<file path="src/rtl/ps2_pkg.sv">
// Shared definitions for the PS/2 receive front-end: FSM state encoding,
// frame geometry and the scan-code prefix bytes.
// Bit positions refer to the 11-bit frame after all bits have been shifted
// in (new bit enters at [0]).
package ps2_pkg;

  // State constants kept as plain localparams for legacy users, enum for RTL.
  localparam logic [1:0] ST_IDLE  = 2'd0;
  localparam logic [1:0] ST_RECV  = 2'd1;
  localparam logic [1:0] ST_CHECK = 2'd2;

  typedef enum logic [1:0] {
    IDLE  = ST_IDLE,
    RECV  = ST_RECV,
    CHECK = ST_CHECK
  } ps2_state_e;

  localparam int FRAME_BITS = 11;
  localparam int START_POS  = 10;
  localparam int DATA_MSB   = 9;
  localparam int DATA_LSB   = 2;
  localparam int PARITY_POS = 1;
  localparam int STOP_POS   = 0;

  localparam logic [7:0] PS2_BREAK = 8'hF0;
  localparam logic [7:0] PS2_EXT   = 8'hE0;

  // d0 arrives first, so it sits at DATA_MSB; reverse into d7..d0 order.
  function automatic logic [7:0] frame_byte(input logic [FRAME_BITS-1:0] f);
    logic [7:0] b;
    b = '0;
    for (int i = 0; i < 8; i++) begin
      b[i] = f[DATA_MSB - i];
    end
    return b;
  endfunction

  // Odd parity: data bits plus parity bit must contain an odd number of ones.
  function automatic logic frame_parity_ok(input logic [FRAME_BITS-1:0] f);
    return ^f[DATA_MSB:PARITY_POS];
  endfunction

  // Start bit must be 0 and stop bit 1.
  function automatic logic frame_bounds_ok(input logic [FRAME_BITS-1:0] f);
    return (f[START_POS] == 1'b0) && (f[STOP_POS] == 1'b1);
  endfunction

endpackage

</file>
<file path="src/rtl/ps2_sync_filter.sv">
// PS/2 pin conditioning: multi-flop synchronisers on ps2_clk and ps2_data,
// a consecutive-sample glitch filter on the clock and a one-cycle strobe on
// each filtered falling edge.
// fall_stb rises in the same cycle the filtered clock first reads 0, i.e.
// SYNC_STAGES + FILTER_LEN clk edges after the pin falls.
module ps2_sync_filter #(
  parameter int SYNC_STAGES = 2,
  parameter int FILTER_LEN  = 4
) (
  input  logic clk,
  input  logic reset,
  input  logic ps2_clk,
  input  logic ps2_data,
  output logic fall_stb,
  output logic data_sync
);

  localparam int CNT_W = (FILTER_LEN > 1) ? $clog2(FILTER_LEN) : 1;

  logic [SYNC_STAGES-1:0] r_clk_sync;
  logic [SYNC_STAGES-1:0] r_data_sync;
  logic [CNT_W-1:0]       r_cnt;
  logic                   r_filt;
  logic                   r_fall;

  logic w_clk_s;
  logic w_differs;
  logic w_settle;

  assign w_clk_s   = r_clk_sync[SYNC_STAGES-1];
  assign w_differs = (w_clk_s != r_filt);
  // The FILTER_LEN-th consecutive differing sample commits the new level.
  assign w_settle  = w_differs && (r_cnt == CNT_W'(FILTER_LEN - 1));

  // Synchronise both pins; the bus idles high so reset to 1.
  always_ff @(posedge clk) begin
    if (reset) begin
      r_clk_sync  <= '1;
      r_data_sync <= '1;
    end else begin
      r_clk_sync  <= {r_clk_sync[SYNC_STAGES-2:0], ps2_clk};
      r_data_sync <= {r_data_sync[SYNC_STAGES-2:0], ps2_data};
    end
  end

  // Count consecutive samples that disagree with the filtered clock; any
  // agreeing sample restarts the count so short glitches never commit.
  always_ff @(posedge clk) begin
    if (reset) begin
      r_cnt  <= '0;
      r_filt <= 1'b1;
      r_fall <= 1'b0;
    end else begin
      r_fall <= w_settle && !w_clk_s;
      if (!w_differs) begin
        r_cnt <= '0;
      end else if (w_settle) begin
        r_cnt  <= '0;
        r_filt <= w_clk_s;
      end else begin
        r_cnt <= r_cnt + CNT_W'(1);
      end
    end
  end

  assign fall_stb  = r_fall;
  assign data_sync = r_data_sync[SYNC_STAGES-1];

endmodule

</file>
<file path="src/rtl/ps2_rx_frame.sv">
// PS/2 receive frame assembler. Shifts in start, d0..d7, parity and stop on
// each filtered device-clock falling edge, validates the frame in a one-cycle
// CHECK state and issues exactly one registered strobe per frame
// (data_valid, parity_err or frame_err). An inter-edge timeout aborts stalled
// frames.
// Optional build macro PS2_BREAK_DECODE_EN: absorbs 0xF0/0xE0 prefix bytes
// into sticky flags reported as is_break/is_extended with the next byte.
module ps2_rx_frame
  import ps2_pkg::*;
#(
  parameter int SYNC_STAGES    = 2,
  parameter int FILTER_LEN     = 4,
  parameter int TIMEOUT_CYCLES = 50000
) (
  input  logic       clk,
  input  logic       reset,
  input  logic       ps2_clk,
  input  logic       ps2_data,
  input  logic       rx_en,
  output logic [7:0] data_out,
  output logic       data_valid,
  output logic       parity_err,
  output logic       frame_err,
  output logic       busy
`ifdef PS2_BREAK_DECODE_EN
  ,
  output logic       is_break,
  output logic       is_extended
`endif
);

  localparam int TMO_W = $clog2(TIMEOUT_CYCLES + 1);

  logic w_fall;
  logic w_data;

  ps2_state_e             r_state;
  logic [3:0]             r_cnt;
  logic [FRAME_BITS-1:0]  r_shift;
  logic [TMO_W-1:0]       r_tmo;
  logic [7:0]             r_data;
  logic                   r_dv;
  logic                   r_pe;
  logic                   r_fe;

  logic [FRAME_BITS-1:0]  w_shift_next;
  logic [7:0]             w_byte;
  logic                   w_bounds_ok;
  logic                   w_parity_ok;
  logic                   w_last_bit;
  logic                   w_tmo_hit;

`ifdef PS2_BREAK_DECODE_EN
  logic r_brk_flag;
  logic r_ext_flag;
  logic r_is_break;
  logic r_is_ext;
`endif

  ps2_sync_filter #(
    .SYNC_STAGES (SYNC_STAGES),
    .FILTER_LEN  (FILTER_LEN)
  ) u_sync_filter (
    .clk       (clk),
    .reset     (reset),
    .ps2_clk   (ps2_clk),
    .ps2_data  (ps2_data),
    .fall_stb  (w_fall),
    .data_sync (w_data)
  );

  assign w_shift_next = {r_shift[FRAME_BITS-2:0], w_data};
  assign w_byte       = frame_byte(r_shift);
  assign w_bounds_ok  = frame_bounds_ok(r_shift);
  assign w_parity_ok  = frame_parity_ok(r_shift);
  assign w_last_bit   = (r_cnt == 4'(FRAME_BITS - 1));
  assign w_tmo_hit    = (r_tmo == TMO_W'(TIMEOUT_CYCLES - 1));

  // Frame FSM: bit collection, timeout, validation and strobe generation.
  always_ff @(posedge clk) begin
    if (reset) begin
      r_state <= IDLE;
      r_cnt   <= '0;
      r_shift <= '0;
      r_tmo   <= '0;
      r_data  <= '0;
      r_dv    <= 1'b0;
      r_pe    <= 1'b0;
      r_fe    <= 1'b0;
`ifdef PS2_BREAK_DECODE_EN
      r_brk_flag <= 1'b0;
      r_ext_flag <= 1'b0;
      r_is_break <= 1'b0;
      r_is_ext   <= 1'b0;
`endif
    end else begin
      r_dv <= 1'b0;
      r_pe <= 1'b0;
      r_fe <= 1'b0;
      case (r_state)
        IDLE: begin
          r_tmo <= '0;
          if (w_fall && rx_en) begin
            r_shift <= w_shift_next;
            r_cnt   <= 4'd1;
            r_tmo   <= TMO_W'(1);
            r_state <= RECV;
          end
        end

        RECV: begin
          if (w_fall) begin
            r_shift <= w_shift_next;
            r_cnt   <= r_cnt + 4'd1;
            // The strobe cycle itself is the first elapsed idle cycle.
            r_tmo   <= TMO_W'(1);
            if (w_last_bit) begin
              r_state <= CHECK;
            end
          end else if (w_tmo_hit) begin
            r_fe    <= 1'b1;
            r_cnt   <= '0;
            r_tmo   <= '0;
            r_state <= IDLE;
`ifdef PS2_BREAK_DECODE_EN
            r_brk_flag <= 1'b0;
            r_ext_flag <= 1'b0;
`endif
          end else begin
            r_tmo <= r_tmo + TMO_W'(1);
          end
        end

        CHECK: begin
          if (!w_bounds_ok) begin
            r_fe <= 1'b1;
`ifdef PS2_BREAK_DECODE_EN
            r_brk_flag <= 1'b0;
            r_ext_flag <= 1'b0;
`endif
          end else if (!w_parity_ok) begin
            r_pe <= 1'b1;
`ifdef PS2_BREAK_DECODE_EN
            r_brk_flag <= 1'b0;
            r_ext_flag <= 1'b0;
`endif
          end else begin
`ifdef PS2_BREAK_DECODE_EN
            if (w_byte == PS2_BREAK) begin
              r_brk_flag <= 1'b1;
            end else if (w_byte == PS2_EXT) begin
              r_ext_flag <= 1'b1;
            end else begin
              r_data     <= w_byte;
              r_dv       <= 1'b1;
              r_is_break <= r_brk_flag;
              r_is_ext   <= r_ext_flag;
              r_brk_flag <= 1'b0;
              r_ext_flag <= 1'b0;
            end
`else
            r_data <= w_byte;
            r_dv   <= 1'b1;
`endif
          end
          // An edge landing during CHECK is the start bit of the next frame.
          if (w_fall) begin
            r_shift <= w_shift_next;
            r_cnt   <= 4'd1;
            r_tmo   <= TMO_W'(1);
            r_state <= RECV;
          end else begin
            r_cnt   <= '0;
            r_tmo   <= '0;
            r_state <= IDLE;
          end
        end

        default: begin
          r_cnt   <= '0;
          r_tmo   <= '0;
          r_state <= IDLE;
        end
      endcase
    end
  end

  assign data_out   = r_data;
  assign data_valid = r_dv;
  assign parity_err = r_pe;
  assign frame_err  = r_fe;
  assign busy       = (r_state != IDLE);

`ifdef PS2_BREAK_DECODE_EN
  assign is_break    = r_is_break;
  assign is_extended = r_is_ext;
`endif

endmodule

</file>
<file path="config.mk">
export PLATFORM = sky130hd
export DESIGN_NAME = ps2_rx_frame
export DESIGN_NICKNAME = d
export VERILOG_FILES = /design/src/rtl/ps2_pkg.sv /design/src/rtl/ps2_sync_filter.sv /design/src/rtl/ps2_rx_frame.sv
export SDC_FILE = /design/constraint.sdc
export NUM_CORES = 1
export LEC_CHECK = 0
export ABC_AREA = 1
export BUFFER_PORTS_ARGS = -buffer_cell sky130_fd_sc_hd__buf_4
export CORE_MARGIN = 2
export CORE_UTILIZATION = 25
export CTS_CLUSTER_DIAMETER = 30
export DETAILED_ROUTE_END_ITERATION = 10
export MAX_ROUTING_LAYER = met4
export PLACE_DENSITY_LB_ADDON = 0.25
export REMOVE_ABC_BUFFERS = 1
export SETUP_SLACK_MARGIN = 0.1
export SYNTH_ARGS = -nofsm -noshare
export SYNTH_HDL_FRONTEND = slang
export SYNTH_HIERARCHICAL = 1
export SYNTH_SLANG_ARGS = --single-unit
</file>
<file path="constraint.sdc">
create_clock -name clk -period 1.7 [get_ports clk]
set_clock_uncertainty 0.05 [all_clocks]
set_input_delay 0.17 -clock clk [delete_from_list [all_inputs] [get_ports clk]]
set_output_delay 0.17 -clock clk [all_outputs]
set_load 0.01 [all_outputs]
</file>
; ---- Yosys cells after proc, flatten, opt, wreduce, memory -nomap -nowiden
; Cells that the tools add are included.
[word_totals]
reg_bits = 52
out_inout_bits = 12
elab_cells = 72
[op_classes]
addsub = 3
n_eq_ne = 10
n_mux = 25
n_bitwise = 4
reduce_logical = 17
[ops]
columns = op, count
row1 = $pmux W16 S3, 1
row2 = $mux W16, 2
row3 = $mux W11, 2
row4 = $pmux W11 S2, 1
row5 = $add A16 B1 Y16 const B, 1
row6 = $eq A16 B16 Y1 const B, 1
row7 = $mux W4, 3
row8 = $pmux W4 S3, 1
row9 = $mux W1, 9
row10 = $reduce_and A3 Y1, 3
row11 = $reduce_xor A9 Y1, 1
row12 = $mux W2, 4
row13 = $pmux W2 S3, 1
row14 = $reduce_or A3 Y1, 2
row15 = $add A4 B1 Y4 const B, 1
row16 = $eq A2 B2 Y1 const B, 2
row17 = $eq A4 B4 Y1 const B, 1
row18 = $logic_and A1 B1 Y1, 4
row19 = $not A1 Y1, 4
row20 = $reduce_and A2 Y1, 2
row21 = $reduce_bool A2 Y1, 2
row22 = $ne A3 B2 Y1 const B, 1
row23 = $ne A3 B3 Y1 const B, 1
row24 = $add A2 B1 Y2 const B, 1
row25 = other kinds (8), 8

; ---- Depth between registers and ports, before layout
; Gate-level depths: netlist (run 1).
[logic_depth]
word_depth = 4
mapped_depth = 11

; ---- Modules after synthesis
; The synthesis (run 1) kept the hierarchy.
[by_module_without_submodules]
columns = module, n_inst, cells_per_inst, area_per_inst_um2
row1 = ps2_rx_frame, 1, 326, 2349.8
row2 = ps2_sync_filter, 1, 26, 256.5

; ---- Worst setup path after synthesis (run 1)
; No wires, ideal clock.
[synth_timing]
path_kind = register to register
start = reg r_state[0]
end = reg r_shift[2]
setup_time_ns = 0.119
arrival_time_ns = 1.295
required_time_ns = 1.531
slack_ns = 0.236
stages_incl_launch_ff = 9
n_path_buf = 1
synth_period_minus_slack_ns = 1.464
cell_sequence = dfxtp_1 > inv_1 > ha_1 > inv_1 > o21ai_1 > nand2_1 > clkbuf_1 > o21ai_0 > a21oi_1
[synth_between]
elab_chain_cells = 4
elab_cells_between_ends = 9
cone_classes = 4 x eq/ne / 1 x mux / 4 x reduce/logical
[synth_rtl]
columns = item, line
row1 = start: declaration, ps2_rx_frame.sv:37  ; ps2_state_e r_state;
row2 = start signal: assignment, ps2_rx_frame.sv:82  ; r_state <= IDLE;
row3 = start signal: assignment, ps2_rx_frame.sv:107  ; r_state <= RECV;
row4 = start signal: assignment, ps2_rx_frame.sv:118  ; r_state <= CHECK;
row5 = $eq A2 B2 Y1 / $eq A2 B1 Y1 (equally long branches), ps2_rx_frame.sv:100  ; case (r_state)
row6 = $reduce_or A2 Y1 (no source line), --
row7 = $ne A2 B1 Y1 (no source line) / $reduce_bool A2 Y1 (equally long branches), --
row8 = $reduce_and A3 Y1 (no source line), --
row9 = end signal: assignment, ps2_rx_frame.sv:104  ; r_shift <= w_shift_next;
row10 = end signal: assignment, ps2_rx_frame.sv:113  ; r_shift <= w_shift_next;
row11 = end signal: assignment, ps2_rx_frame.sv:168  ; r_shift <= w_shift_next;
row12 = end: declaration, ps2_rx_frame.sv:39  ; logic [FRAME_BITS-1:0] r_shift;
; Parallel ways exist; a longest one is shown, timed or not.
; A chain may end at the register's enable or synchronous reset.

; ---- Worst setup path after layout (run 1)
[layout_timing]
start = reg r_state[0]
end = reg r_shift[10]
; Same word-level chain as after synthesis.

==> reports/metrics.yaml, run 1 <==
dp_hpwl_mm: 4.00
hold_path_class: "in2reg"
num_antenna_cells: 0
worstSetupStartpointType: "flop"
routed_via_density: 4.29
core-area_um2: 10200
cts.clk_slew.worst_paths_ns: 0.10
slew_violations: 0
clk_path_buf_depth: 2
critPathRequiredTime_ns: 1.86
post-route-util_pct: 32.6
fin_crit_ns: 1.55
internal_power_w: 0.00297
synth.avg_cell_area_um2: 7.40
yosys-top-cells-area: "dfxtp_1, nand2_1, inv_1"
regArea_um2: 1060
fill_cells: 1069
cts_made_buffers: 5
drive_gt1_share_pct: 29.0
dr_total_vias: 2253
crit_type: "reg2reg"
cp.arrival_ns: 1.70
rsz0062_at_grt: "yes"
initial_core_util_pct: 25.5
cap_violations: 0
p_sw_w: 0.00224
drt_pass1_iterations: 4
multi_input_comb_area_um2: 1450
track_usage_pct: 10.2
antenna_found_initial: 0
cp-end-kind: "flop"
syn-instance-count: 352
synth_edf_count: 0
wl_mm: 5.69
seqPwrFrac_pct: 31.6
worst_pin_slew_ns: 0.350
ys_seq_area_share_pct: 39.9
ant_nets: 0
dpl_worst_slack_ns: 0.0735
min_period_over_period_pct: 90.9
fp.dieH_um: 106
swShare_pct: 43.0
nets: 401
postSynth.asyncResetShare_pct: 0
area_growth_pct: 28.1
yosysWarnings: 6
grt_pass1_vias: 2082
maxSlewHeadroom_pct: 76.6
yosysMostFrequentCell: "nand2_1"
grt_overflow: 0
yosys-top-cells-count: "nand2_1, dfxtp_1, inv_1"
p_leak_nw: 1.36
routedWlPerCell_um: 10.8
clk_latency_ns: 0.31
fmax_mhz: 647
cts_root_buf: "clkbuf_8"
portBuffers: 16
grt_pass1_wl_mm: 9.11
die_width_um: 106
cp_max_fo: 5
yosys.area.top_type: "dfxtp_1"
irDropWorstVdd_mv: 0.418
run_status: "complete, no violations"
synth_area_um2: 2610
finalWeightedCongestion: 0.785
setup-violations-final: 0
yosysTopAreaCellShare_pct: 39.9
drc: 0
placementRows: 37
setup_slack_ns: 0.155
synth_cell_types: 37
clkPwrFrac_pct: 17.5
htreeDepth: 2
drt_iter0_drc: 101
ys_seq_elements: 52
hold_violations: 0
tritoncts: "yes"
combPwrFrac_pct: 50.9
setup_tns_ns: 0
pwr_density_cell_nw_per_um2: 1560
clock_sinks: 52
pin_count: 17
synthFlopType: "dfxtp_1"
dieArea_um2: 11300
grt_max_degree: 21
## through the flow
stage	instances	area [µm²]	total power, W	hold slack (ns)
2_1_floorplan	347	2580	0.00303	0.182
3_3_place_gp	503	2910	0.00349	0.304
3_5_place_dp	503	2910	0.00351	0.302
4_1_cts	513	3050	0.00445	0.109
5_1_grt	525	3340	0.00563	0.106
6_report	525	3340	0.00521	0.104
## worst max-delay path: stages, from the launching register on
cell       delay (ns)
dfxtp_4          0.38
inv_2            0.05
ha_1             0.28
inv_2            0.05
o21ai_4          0.17
nand2_4          0.11
clkbuf_16        0.17
o21ai_0          0.14
a21oi_1          0.05
## flip-flops by register name, summed over array words and instances (netlist names)
signal                     count
u_sync_filter/fall_stb         1
frame_err                      1
r_shift                       11
u_sync_filter/r_filt           1
u_sync_filter/r_clk_sync       2
u_sync_filter/r_cnt            2
data_out                       8
u_sync_filter/r_data_sync      2
r_cnt                          4
parity_err                     1
r_state                        2
r_tmo                         16
data_valid                     1
## cells by family (layout without fill, tap and decap cells)
kind of cell	after synthesis	after routing	synth area share [%]
simple gates	181	182	35.8
compound gates	42	42	9.03
flops	52	52	39.9
buf+inv	63	99	9.36
xor+xnor	6	6	2.02
fa+ha+maj	8	8	3.84
## routing by layer
layer | routed length [µm] | vias up | GRT usage (%)
met2 | 2770 | 33 | 16.6
met4 | 104 | 0 | 3.76
met5 | 0 | - | -
li1 | - | 1185 | -
met1 | 2640 | 1024 | 12.2
met3 | 179 | 11 | 2.51
## what timing repair did
action,4_1_cts,5_1_grt
cloned,0,4
endpoints found under the hold margin,2,0
endpoints found under the setup margin,10,43
buffers inserted,0,8
pin swaps,0,7
hold buffers,2,0
resized for setup,1,51
## layout make-up
| class | instances | share of cell area (%) |
|---|---|---|
| clock inverter | 2 | 1.16 |
| timing repair inverter | 1 | 0.150 |
| multi-input combinational | 238 | 43.5 |
| clock buffer | 6 | 2.47 |
| timing repair buffer | 32 | 9.10 |
| sequential | 52 | 31.6 |
| tap | 136 | 5.10 |
| inverter | 58 | 6.93 |
## placed cells by master (no fill, tap or decap), types with 3 or more instances in the layout
cell,count
xor2_1,4
dfxtp_1,42
clkbuf_8,6
nand3_4,4
inv_2,10
nand2_4,4
or2_1,3
nand2_2,3
a21oi_2,4
dfxtp_2,9
nor2_1,32
nand3_1,16
ha_1,6
inv_1,43
o21ai_0,10
nor3_1,4
nor2_2,3
nand3_2,14
a21oi_1,18
nor2_4,5
buf_4,25
o21ai_1,3
nand2_1,81
## worst paths after layout
path	depth (start not counted)	start	slack (ns)	endpoint
max	8	r_state[0]$_SDFFE_PP0P_	0.15	r_shift[10]$_SDFFE_PP0P_
min	2	reset	0.10	r_cnt[3]$_SDFFE_PP0P_
max reg2reg	8	r_state[0]$_SDFFE_PP0P_	0.15	r_shift[10]$_SDFFE_PP0P_
min reg2reg	1	u_sync_filter/r_data_sync[0]$_SDFF_PP1_	0.36	u_sync_filter/r_data_sync[1]$_SDFF_PP1_
## power by group through the flow
| stage | logic (W) | registers (W) | clock network [W] |
|---|---|---|---|
| 2_1_floorplan | 0.00145 | 0.00158 | 0 |
| 3_3_place_gp | 0.00187 | 0.00162 | 0 |
| 3_5_place_dp | 0.00190 | 0.00162 | 0 |
| 4_1_cts | 0.00192 | 0.00159 | 0.000947 |
| 5_1_grt | 0.00296 | 0.00168 | 0.000988 |
| 6_report | 0.00265 | 0.00165 | 0.000911 |
Power figures use the tool's default switching activity.
==> run 2, diff against run 1 <==
- CELL_PAD_IN_SITES_DETAIL_PLACEMENT: unset -> 1
- CELL_PAD_IN_SITES_GLOBAL_PLACEMENT: unset -> 1
- CORE_MARGIN: 2 -> unset
==> reports/metrics.yaml, run 2 (synthesized netlist as in run 1, its figures left out) <==
final_cell_mix: "nand2_1, inv_1, dfxtp_1"
hp-start: "reset"
rr_endpoint: "r_shift[8]$_SDFFE_PP0P_"
setup_tns_ns: 0
registers.top_by_ff_count: "r_tmo"
cp.arrival_ns: 1.76
routed_via_density: 4.37
rr_worst_depth: 8
run_status: "complete, no violations"
crit_start: "r_state[0]$_SDFFE_PP0P_"
dpl_worst_slack_ns: 0.0632
hold_path_depth: 2
htreeDepth: 2
clock_sinks: 52
dieArea_um2: 10800
dr_total_vias: 2295
irDropWorstVdd_mv: 0.709
track_usage_pct: 12.4
cts_made_buffers: 5
initial_core_util_pct: 26.2
fill_cells: 1203
r2r_setup_slack_ns: 0.1
grt_max_degree: 21
pin_count: 17
nets: 404
fin_area_um2: 3460
finalPower_w: 0.00594
clk_latency_ns: 0.31
p_leak_nw: 1.43
tritoncts: "yes"
die_width_um: 104
routedWlPerCell_um: 12.6
post-route-util_pct: 34.8
dp_hpwl_mm: 4.58
rsz0062_at_grt: "yes"
maxSlewHeadroom_pct: 71.6
clk_path_buf_depth: 2
grt_overflow: 0
ant_nets: 0
area_growth_pct: 32.9
placementRows: 36
largest_reg_flops: 16
worst_pin_slew_ns: 0.425
cts_root_buf: "clkbuf_8"
drive_gt1_share_pct: 33.2
cp-end-kind: "flop"
fmax_mhz: 624
hold_path_end: "r_cnt[0]$_SDFFE_PP0P_"
grt_pass1_vias: 2303
multi_input_comb_area_um2: 1550
worstSetupStartpointType: "flop"
antenna_found_initial: 0
cp_max_fo: 5
drc: 0
fin_crit_ns: 1.60
drt_pass1_iterations: 4
fp.dieH_um: 104
min_period_over_period_pct: 94.3
final_common_cell: "nand2_1"
critPathRequiredTime_ns: 1.86
portBuffers: 16
regArea_um2: 1070
num_antenna_cells: 0
hold_path_class: "in2reg"
drt_iter0_drc: 47
hold_violations: 0
finalWeightedCongestion: 0.777
pwr_density_cell_nw_per_um2: 1710
cap_violations: 0
place_area_um2: 2920
slew_violations: 0
wl_mm: 6.64
setup_slack_ns: 0.0962
cts.clk_slew.worst_paths_ns: 0.10
crit_type: "reg2reg"
setup-violations-final: 0
timing.rr.start: "r_state[0]$_SDFFE_PP0P_"
grt_pass1_wl_mm: 10.8
core-area_um2: 9950
## run 2: cell types whose count changed in the layout (fill, tap and decap cells not counted), sizes merged
cell      previous run  this run
buf                 28        32
clkbuf               8         7
clkinvlp             2         1
inv                 55        56
## run 2: final cells by class
type | instances | area share (%)
Timing Repair Buffer | 36 | 9.79
Tap cell | 133 | 4.80
Clock inverter | 3 | 1.23
Clock buffer | 5 | 1.99
Inverter | 58 | 6.58
Multi-Input combinational cell | 238 | 44.8
Sequential cell | 52 | 30.8
## run 2: critical path: stages, from the launching register on
cell	delay (ns)
dfxtp_4	0.38
inv_2	0.05
ha_1	0.29
inv_2	0.05
o21ai_4	0.19
nand2_4	0.11
buf_12	0.14
o21ai_0	0.17
a21oi_1	0.07
## run 2: worst max path at each step
stage / to / cells past startpoint
after floorplan: r_shift[10]$_SDFFE_PP0P_ / 7
after global placement: r_shift[9]$_SDFFE_PP0P_ / 8
after detailed placement: r_shift[7]$_SDFFE_PP0P_ / 8
after CTS: r_shift[4]$_SDFFE_PP0P_ / 8
after global routing: r_shift[8]$_SDFFE_PP0P_ / 8
final: r_shift[8]$_SDFFE_PP0P_ / 8
## run 2: per-stage QoR
step           std cells  hold slack (ns)
2_1_floorplan        347            0.182
3_3_place_gp         503            0.303
3_5_place_dp         503            0.309
4_1_cts              515            0.104
5_1_grt              525            0.110
6_report             525            0.103
## run 2: report_power, final
group	switching (W)	internal (W)	total (W)
clock network	0.000449	0.000437	0.000886
logic	0.00202	0.00133	0.00335
registers	0.000231	0.00147	0.00170
## run 2: repair_timing
item                                   CTS  global route
hold buffers                             2             0
endpoints found under the hold margin    2             0
setup buffers                            2             7
cloned                                   0             3
pin swaps                                1            18
setup endpoints to repair               16            41
resized for setup                        4            81
## run 2: metal layers
metal | track usage (%) | wire length (µm) | vias to the layer above
met1 | 15.6 | 3100 | 1091
met4 | 3.37 | 66 | 0
li1 | - | - | 1186
met3 | 2.19 | 117 | 4
met2 | 20.5 | 3350 | 14
met5 | - | 0 | -
